$ cat config.mk
export PLATFORM = sky130hd
export DESIGN_NAME = div_unit
export DESIGN_NICKNAME = d
export VERILOG_FILES = /design/src/rtl/riscv_pkg.sv /design/src/rtl/div_unit.sv
export SDC_FILE = /design/constraint.sdc
export NUM_CORES = 1
export LEC_CHECK = 0
export ABC_AREA = 0
export CORE_ASPECT_RATIO = 0.8
export CORE_UTILIZATION = 35
export CTS_CLUSTER_SIZE = 16
export DETAILED_ROUTE_END_ITERATION = 12
export SYNTH_ARGS = -nofsm -noshare
export SYNTH_HDL_FRONTEND = slang
export SYNTH_SLANG_ARGS = --single-unit
$ cat constraint.sdc
create_clock -name clk -period 6.2 [get_ports clk]
set_input_delay 1.24 -clock clk [delete_from_list [all_inputs] [get_ports clk]]
set_output_delay 1.24 -clock clk [all_outputs]
set_load 0.01 [all_outputs]
$ cat src/rtl/riscv_pkg.sv
// Shared RV32 core definitions: ALU opcodes plus the divider state encoding
// and sizing constants.
package riscv_pkg;

  localparam int XLEN = 32;

  typedef enum logic [4:0] {
    ALU_ADD,
    ALU_SUB,
    ALU_AND,
    ALU_OR,
    ALU_XOR,
    ALU_SLL,
    ALU_SRL,
    ALU_SRA,
    ALU_SLT,
    ALU_SLTU,
    ALU_DIV,
    ALU_DIVU,
    ALU_REM,
    ALU_REMU
  } alu_op_e;

  typedef enum logic [1:0] {
    IDLE,
    CALC,
    FINISH
  } div_state_e;

  localparam int DIV_CNT_WIDTH = $clog2(XLEN) + 1;
  localparam int DIV_LATENCY   = XLEN + 1;

  function automatic logic is_div_op(input alu_op_e op);
    return (op == ALU_DIV) || (op == ALU_DIVU) || (op == ALU_REM) || (op == ALU_REMU);
  endfunction

  function automatic logic is_signed_div_op(input alu_op_e op);
    return (op == ALU_DIV) || (op == ALU_REM);
  endfunction

endpackage

$ cat src/rtl/div_unit.sv
// Iterative radix-2 restoring divider for DIV/DIVU/REM/REMU, one quotient bit
// per cycle. Define DIV_EARLY_OUT_EN to skip the iterations for /0 and overflow.
//
// state  | meaning
// IDLE   | waiting for start with a divide op; latches operands
// CALC   | one restoring step per cycle, XLEN steps
// FINISH | sign fix-up and special cases, registers result, pulses done
module div_unit
  import riscv_pkg::*;
#(
  parameter int XLEN = riscv_pkg::XLEN
) (
  input  logic            clk,
  input  logic            rst_n,
  input  logic            start,
  input  alu_op_e         op,
  input  logic [XLEN-1:0] operand_a,
  input  logic [XLEN-1:0] operand_b,
  input  logic            flush,
  output logic            busy,
  output logic            done,
  output logic [XLEN-1:0] result
);

  localparam logic [XLEN-1:0] INT_MIN = {1'b1, {(XLEN-1){1'b0}}};
  localparam logic [DIV_CNT_WIDTH-1:0] LAST_STEP = DIV_CNT_WIDTH'(XLEN - 1);

  div_state_e               state_q;
  alu_op_e                  op_q;
  logic [XLEN-1:0]          a_q, b_q, rem_q, quo_q, result_q;
  logic [DIV_CNT_WIDTH-1:0] cnt_q;
  logic                     busy_q, done_q;

  logic                     op_signed, op_rem, b_zero, ovf;
  logic [XLEN-1:0]          b_mag, quo_fix, rem_fix, result_d;
  logic [XLEN:0]            rem_shift, rem_sub;
  logic                     rem_ge;
  logic [XLEN-1:0]          rem_d, quo_d;
  logic                     in_signed, in_special;
  logic [XLEN-1:0]          a_mag_in;

  always_comb begin
    op_signed = is_signed_div_op(op_q);
    op_rem    = (op_q == ALU_REM) || (op_q == ALU_REMU);
    b_mag     = (op_signed && b_q[XLEN-1]) ? -b_q : b_q;
    // Keep the remainder's top bit in the shift: unsigned divisors near 2^XLEN
    // leave partial remainders that need XLEN+1 bits after shifting.
    rem_shift = {rem_q, quo_q[XLEN-1]};
    rem_ge    = rem_shift >= {1'b0, b_mag};
    rem_sub   = rem_shift - {1'b0, b_mag};
    rem_d     = rem_ge ? rem_sub[XLEN-1:0] : rem_shift[XLEN-1:0];
    quo_d     = {quo_q[XLEN-2:0], rem_ge};

    b_zero    = (b_q == '0);
    ovf       = op_signed && (a_q == INT_MIN) && (b_q == '1);
    quo_fix   = (op_signed && (a_q[XLEN-1] ^ b_q[XLEN-1])) ? -quo_q : quo_q;
    rem_fix   = (op_signed && a_q[XLEN-1]) ? -rem_q : rem_q;

    result_d = op_rem ? rem_fix : quo_fix;
    if (b_zero)   result_d = op_rem ? a_q : '1;
    else if (ovf) result_d = op_rem ? '0 : INT_MIN;

    in_signed  = is_signed_div_op(op);
    a_mag_in   = (in_signed && operand_a[XLEN-1]) ? -operand_a : operand_a;
    in_special = (operand_b == '0) ||
                 (in_signed && (operand_a == INT_MIN) && (operand_b == '1));
  end

  always_ff @(posedge clk or negedge rst_n) begin
    if (!rst_n) begin
      state_q  <= IDLE;
      op_q     <= ALU_ADD;
      a_q      <= '0;
      b_q      <= '0;
      rem_q    <= '0;
      quo_q    <= '0;
      cnt_q    <= '0;
      result_q <= '0;
      busy_q   <= 1'b0;
      done_q   <= 1'b0;
    end else begin
      done_q <= 1'b0;
      if (flush) begin
        state_q <= IDLE;
        busy_q  <= 1'b0;
      end else begin
        unique case (state_q)
          IDLE: begin
            if (start && is_div_op(op)) begin
              op_q   <= op;
              a_q    <= operand_a;
              b_q    <= operand_b;
              rem_q  <= '0;
              quo_q  <= a_mag_in;
              cnt_q  <= '0;
              busy_q <= 1'b1;
`ifdef DIV_EARLY_OUT_EN
              state_q <= in_special ? FINISH : CALC;
`else
              state_q <= CALC;
`endif
            end
          end
          CALC: begin
            rem_q <= rem_d;
            quo_q <= quo_d;
            cnt_q <= cnt_q + 1'b1;
            if (cnt_q == LAST_STEP) state_q <= FINISH;
          end
          FINISH: begin
            result_q <= result_d;
            done_q   <= 1'b1;
            busy_q   <= 1'b0;
            state_q  <= IDLE;
          end
          default: state_q <= IDLE;
        endcase
      end
    end
  end

`ifndef DIV_EARLY_OUT_EN
  logic unused_special;
  assign unused_special = in_special;
`endif

  assign busy   = busy_q;
  assign done   = done_q;
  assign result = result_q;

endmodule

# Word-level counts from Yosys, hierarchy flattened
# Index checks and enable logic that the tools add are counted.
# word_totals
register_bits	175
input_bits	73
output_inout_bits	34
wordCells	81
# op_classes
n_addsub	6
order_cmp	1
eq_ne	15
n_mux	25
bitwise	2
reduce_logical	22
# op_table
cell	n
32-bit two-way mux	12
32-bit negator	4
32-bit case mux with 2 select lines	2
32-bit equality test, second input constant	2
5-bit by 4-bit equality test with 1-bit output, second input constant	7
33-bit by 32-bit >= comparator with 1-bit output	1
32-bit logical NOT	1
32-bit subtractor	1
6-bit case mux with 2 select lines	1
1-bit logical AND	7
6-bit by 1-bit adder with 6-bit output, second input constant	1
6-bit by 5-bit equality test with 1-bit output, second input constant	1
1-bit logical OR	6
2-bit two-way mux	3
6-bit two-way mux	1
3-bit != test, second input constant	2
2-bit AND reduction	3
3-bit AND reduction	2
1-bit two-way mux	4
2-bit case mux with 2 select lines	1
3-bit nonzero test	1
2-bit by 1-bit equality test with 1-bit output, second input constant	1
2-bit equality test, second input constant	1
2-bit logical NOT	1
5 further kinds	5

# Logic depth before layout (Yosys ltp)
# logic_depth
ltp_word	8
mapped_depth	19
mapped_depth_nobuf	18

# Least setup slack after synthesis
# OpenSTA, ideal clock, no wires.
# synth_path
kind	flip-flop to flip-flop
from	reg b_q[3]
to	reg rem_q[11]
setup_ns	0.133
arrival_time_ns	4.479
required_ns	6.067
path_slack_ns	1.587
stages_incl_launch_ff	18
path_buffers	1
synth_period_minus_slack_ns	4.613
path_cell_list	dfrtp_1 > or4_4 > or4b_4 > nor2_1 > nand2_1 > o41ai_1 > xor2_1 > ha_1 > a21oi_1 > o21bai_1 > a21o_1 > a311o_1 > a31oi_1 > o21ai_0 > o32ai_1 > or2_2 > clkbuf_1 > o21ai_0
# synth_between
elab_chain_cells	5
elab_cells_between_ends	6
classes_between	add/sub (2); order compare (1); mux (3)
# synth_rtl
item	line	source
start: declaration	div_unit.sv:30	logic [XLEN-1:0] a_q, b_q, rem_q, quo_q, result_q;
start signal: assignment	div_unit.sv:92	b_q <= operand_b;
32-bit negator	div_unit.sv:45	b_mag = (op_signed && b_q[XLEN-1]) ? -b_q : b_q;
32-bit two-way mux (*)	div_unit.sv:45	
32-bit subtractor or 33-bit by 32-bit >= comparator with 1-bit output (tied branches)	div_unit.sv:50, div_unit.sv:49	
32-bit two-way mux (*)	div_unit.sv:51	rem_d = rem_ge ? rem_sub[XLEN-1:0] : rem_shift[XLEN-1:0];
32-bit case mux with 2 select lines (*)	div_unit.sv:87	unique case (state_q)
end signal: assignment	div_unit.sv:105	rem_q <= rem_d;
end: declaration	div_unit.sv:30	
# Mark *: on every way between the ends. The rest lies on a longest branch, timed or not.
# A chain may end at the register's enable or synchronous reset.

# Worst setup path after layout
# layout_path
from	reg b_q[3]
to	reg rem_q[20]
# The elaborated chain is that of the path after synthesis.

==> results.json <==
{
  "outcome": "complete, no violations",
  "postCtsHoldBufs": 0,
  "cp.required_ps": 6500,
  "timing.rr.end": "rem_q[20]$_DFFE_PN0P_",
  "initial_utilization_pct": 35.9,
  "clkSinkCount": 175,
  "final.setup_skew_ps": 17.6,
  "period_share_pct": 87.7,
  "wire_per_inst_microns": 19.4,
  "ys_ff_latch": 175,
  "synth_seq_area_share_pct": 36.0,
  "root_buffer": "clkbuf_16",
  "slew_headroom_pct": 19.1,
  "crit_arrival_ps": 5740,
  "pin_count": 107,
  "cp-end-kind": "register",
  "synthArstFlopShare_pct": 100,
  "setup.worst_path.start_class": "register",
  "ir_drop_uv": 211,
  "period_needed_ps": 5440,
  "fin_tns_setup_ps": 0,
  "hold_end": "state_q[1]$_DFFE_PN0P_",
  "rsz0062_at_grt": "no",
  "ys_top_cells_by_area": "dfrtp_1 36%, nand2_1 11%, o21ai_0 6.2%",
  "port_buffers": 106,
  "powerDensity_nw_per_um2": 358,
  "synth_most_common_cell": "nand2_1",
  "clkLatencyLatePin_ps": 450,
  "layout-drive-gt1-share_pct": 4.45,
  "regArea_sq_um": 4380,
  "maxSlewViolCount": 0,
  "min_path_type": "register to register",
  "path_class": "register to register",
  "setup_viol": 0,
  "cts_max_level": 4,
  "synth_cell_type_count": 68,
  "syn_to_final_growth_pct": 17.1,
  "cts_tree": "yes",
  "p_leak_nw": 6.15,
  "finalPower_mw": 5.10,
  "yosys.area.top_type": "dfrtp_1",
  "die_area_sq_um": 35500,
  "coreArea_sq_um": 33900,
  "hold_start": "cnt_q[5]$_DFFE_PN0P_",
  "synth_commonest_cells": "343 x nand2_1, 175 x dfrtp_1, 150 x o21ai_0",
  "worst_slew_pin_slew_ps": 1200,
  "gp_congestion": 0.896,
  "r2r_start": "b_q[3]$_DFFE_PN0P_",
  "netlist_instances": 1551,
  "syn_avg_cell_area_sq_um": 7.85,
  "routed_wl_microns": 40400,
  "synthFlopType": "dfrtp_1",
  "cap_violations": 0,
  "final_antenna_net_count": 0,
  "fmax_ghz": 0.184,
  "dp_hpwl_microns": 30100,
  "drcViolationCount": 0,
  "die_w_microns": 211,
  "hold_viol_final": 0,
  "drt_iter0_drc": 1024,
  "cts_resized": 0,
  "synth_top_cell_area_share_pct": 36.0,
  "grt_pass1_wl_microns": 63500,
  "antenna_found_initial": 0,
  "mappedNetlistArea_sq_um": 12200,
  "final_nets": 1717,
  "rows": 60,
  "synth-warning-count": 0,
  "multiInputGateArea_sq_um": 7410,
  "synth_edf_count": 0,
  "die_h_microns": 169,
  "grt_max_degree": 78,
  "via_per_inst": 5.61,
  "routed-via-count": 11684,
  "r2r_slack_ps": 760,
  "reg2reg_depth": 17,
  "cts_buffers": 17,
  "post_cts_buffers": 0,
  "grt.overflow.total": 0,
  "synth_fp_nets": 1663,
  "hold_depth": 1,
  "worstPathMaxFanout": 54,
  "cts.clk_slew.worst_paths_ps": 70,
  "num_antenna_cells": 0,
  "clockBufferDepth": 2,
  "nFillCells": 3477,
  "grt_usage_pct": 23.1,
  "first_pass_iters": 5,
  "grt_pass1_vias": 11125
}
[final cells by class]
type                       count  share of cell area (%)
tap                          465                    4.08
clock buffer                  17                    2.98
clock inverter                15                    1.21
multi-input combinational   1260                    52.0
sequential                   175                    30.7
inverter                      29                   0.763
timing repair buffer         122                    8.29
[layout by cell type (no fill, tap or decap), types with 7 or more instances in the layout]
cell type        synthesis  final
a211oi_1                 7      7
a21o_1                  19     19
a21oi_1                114    114
a31oi_1                 22     22
a32oi_1                 13     13
buf_4                    0     16
clkbuf_16                0     17
clkdlybuf4s50_1          0    105
dfrtp_1                175    175
ha_1                    38     38
inv_1                   28     28
inv_6                    0      7
nand2_1                343    343
nand2b_1                18     18
nand3_1                 29     29
nand4_1                 15     15
nor2_1                 105    104
nor3_1                  25     25
nor4_1                  19     18
o21a_1                   7      7
o21ai_0                150    150
o22ai_1                  9      9
o311ai_0                17     17
o31ai_1                 28     28
o41ai_1                 12     12
or2_2                    7      7
or3_1                   24     24
or4_1                   14     13
xnor2_1                 68     68
xor2_1                  77     77
[power breakdown]
part	total (mW)	switching (mW)	internal [mW]
Combinational	2.26	1.39	0.868
Sequential	1.70	0.352	1.35
Clock	1.14	0.532	0.608
Total	5.10	2.28	2.83
[cells by family (layout without fill, tap and decap cells)]
group | Yosys count | after routing | synth area share, %
DFF | 175 | 175 | 36.0
AOI/OAI and AO/OA | 434 | 434 | 21.7
and+or+nand+nor | 638 | 638 | 23.9
buffers and inverters | 116 | 183 | 3.66
muxes | 4 | 4 | 0.329
adders and majority gates | 39 | 39 | 4.07
xor gates and xnor gates | 145 | 145 | 10.4
[sequential cells by signal, indices dropped and copies added (netlist names)]
name,cells
result,32
done,1
a_q,32
rem_q,32
cnt_q,6
busy,1
quo_q,32
b_q,32
op_q,5
state_q,2
[through the flow]
stage / area (sq um) / util [%] / setup WS, ps / hold WS (ps) / cells
after global placement: 13700 / 40.3 / 1030 / 457 / 2051
final: 14300 / 42.0 / 760 / 478 / 2083
after detailed placement: 13700 / 40.3 / 892 / 468 / 2051
after floorplan: 12200 / - / 1590 / 436 / 1551
after CTS: 14300 / 42.0 / 860 / 482 / 2083
after global routing: 14300 / 42.0 / 396 / 503 / 2083
[worst max-delay path by stage]
| stage | start | to | slack [ps] |
|---|---|---|---|
| 6_report | b_q[3]$_DFFE_PN0P_ | rem_q[20]$_DFFE_PN0P_ | 760 |
| 5_1_grt | b_q[3]$_DFFE_PN0P_ | rem_q[20]$_DFFE_PN0P_ | 400 |
| 4_1_cts | b_q[3]$_DFFE_PN0P_ | rem_q[20]$_DFFE_PN0P_ | 860 |
| 3_5_place_dp | b_q[3]$_DFFE_PN0P_ | rem_q[12]$_DFFE_PN0P_ | 890 |
| 3_3_place_gp | b_q[3]$_DFFE_PN0P_ | rem_q[28]$_DFFE_PN0P_ | 1030 |
| 2_1_floorplan | b_q[3]$_DFFE_PN0P_ | rem_q[11]$_DFFE_PN0P_ | 1590 |
[routing by layer]
metal,track usage (%),vias to the layer above,share of wire [%]
met3,4.68,43,7.4
met5,0,-,0
li1,-,5603,-
met2,33.8,421,42
met4,6.33,0,1.8
met1,34.2,5617,49
[critical path: stages, from the launching register on]
cell	delay (ps)
dfrtp_1	450
or4_4	580
or4b_4	560
nor2_1	240
nand2_1	100
o41ai_1	310
xor2_1	390
ha_1	360
a21oi_1	220
o21bai_1	80
a21o_1	190
a311o_1	360
a31oi_1	140
o21ai_0	210
o32ai_4	150
buf_4	490
or2_2	310
o21ai_0	130
(Power assumes the default switching activity.)
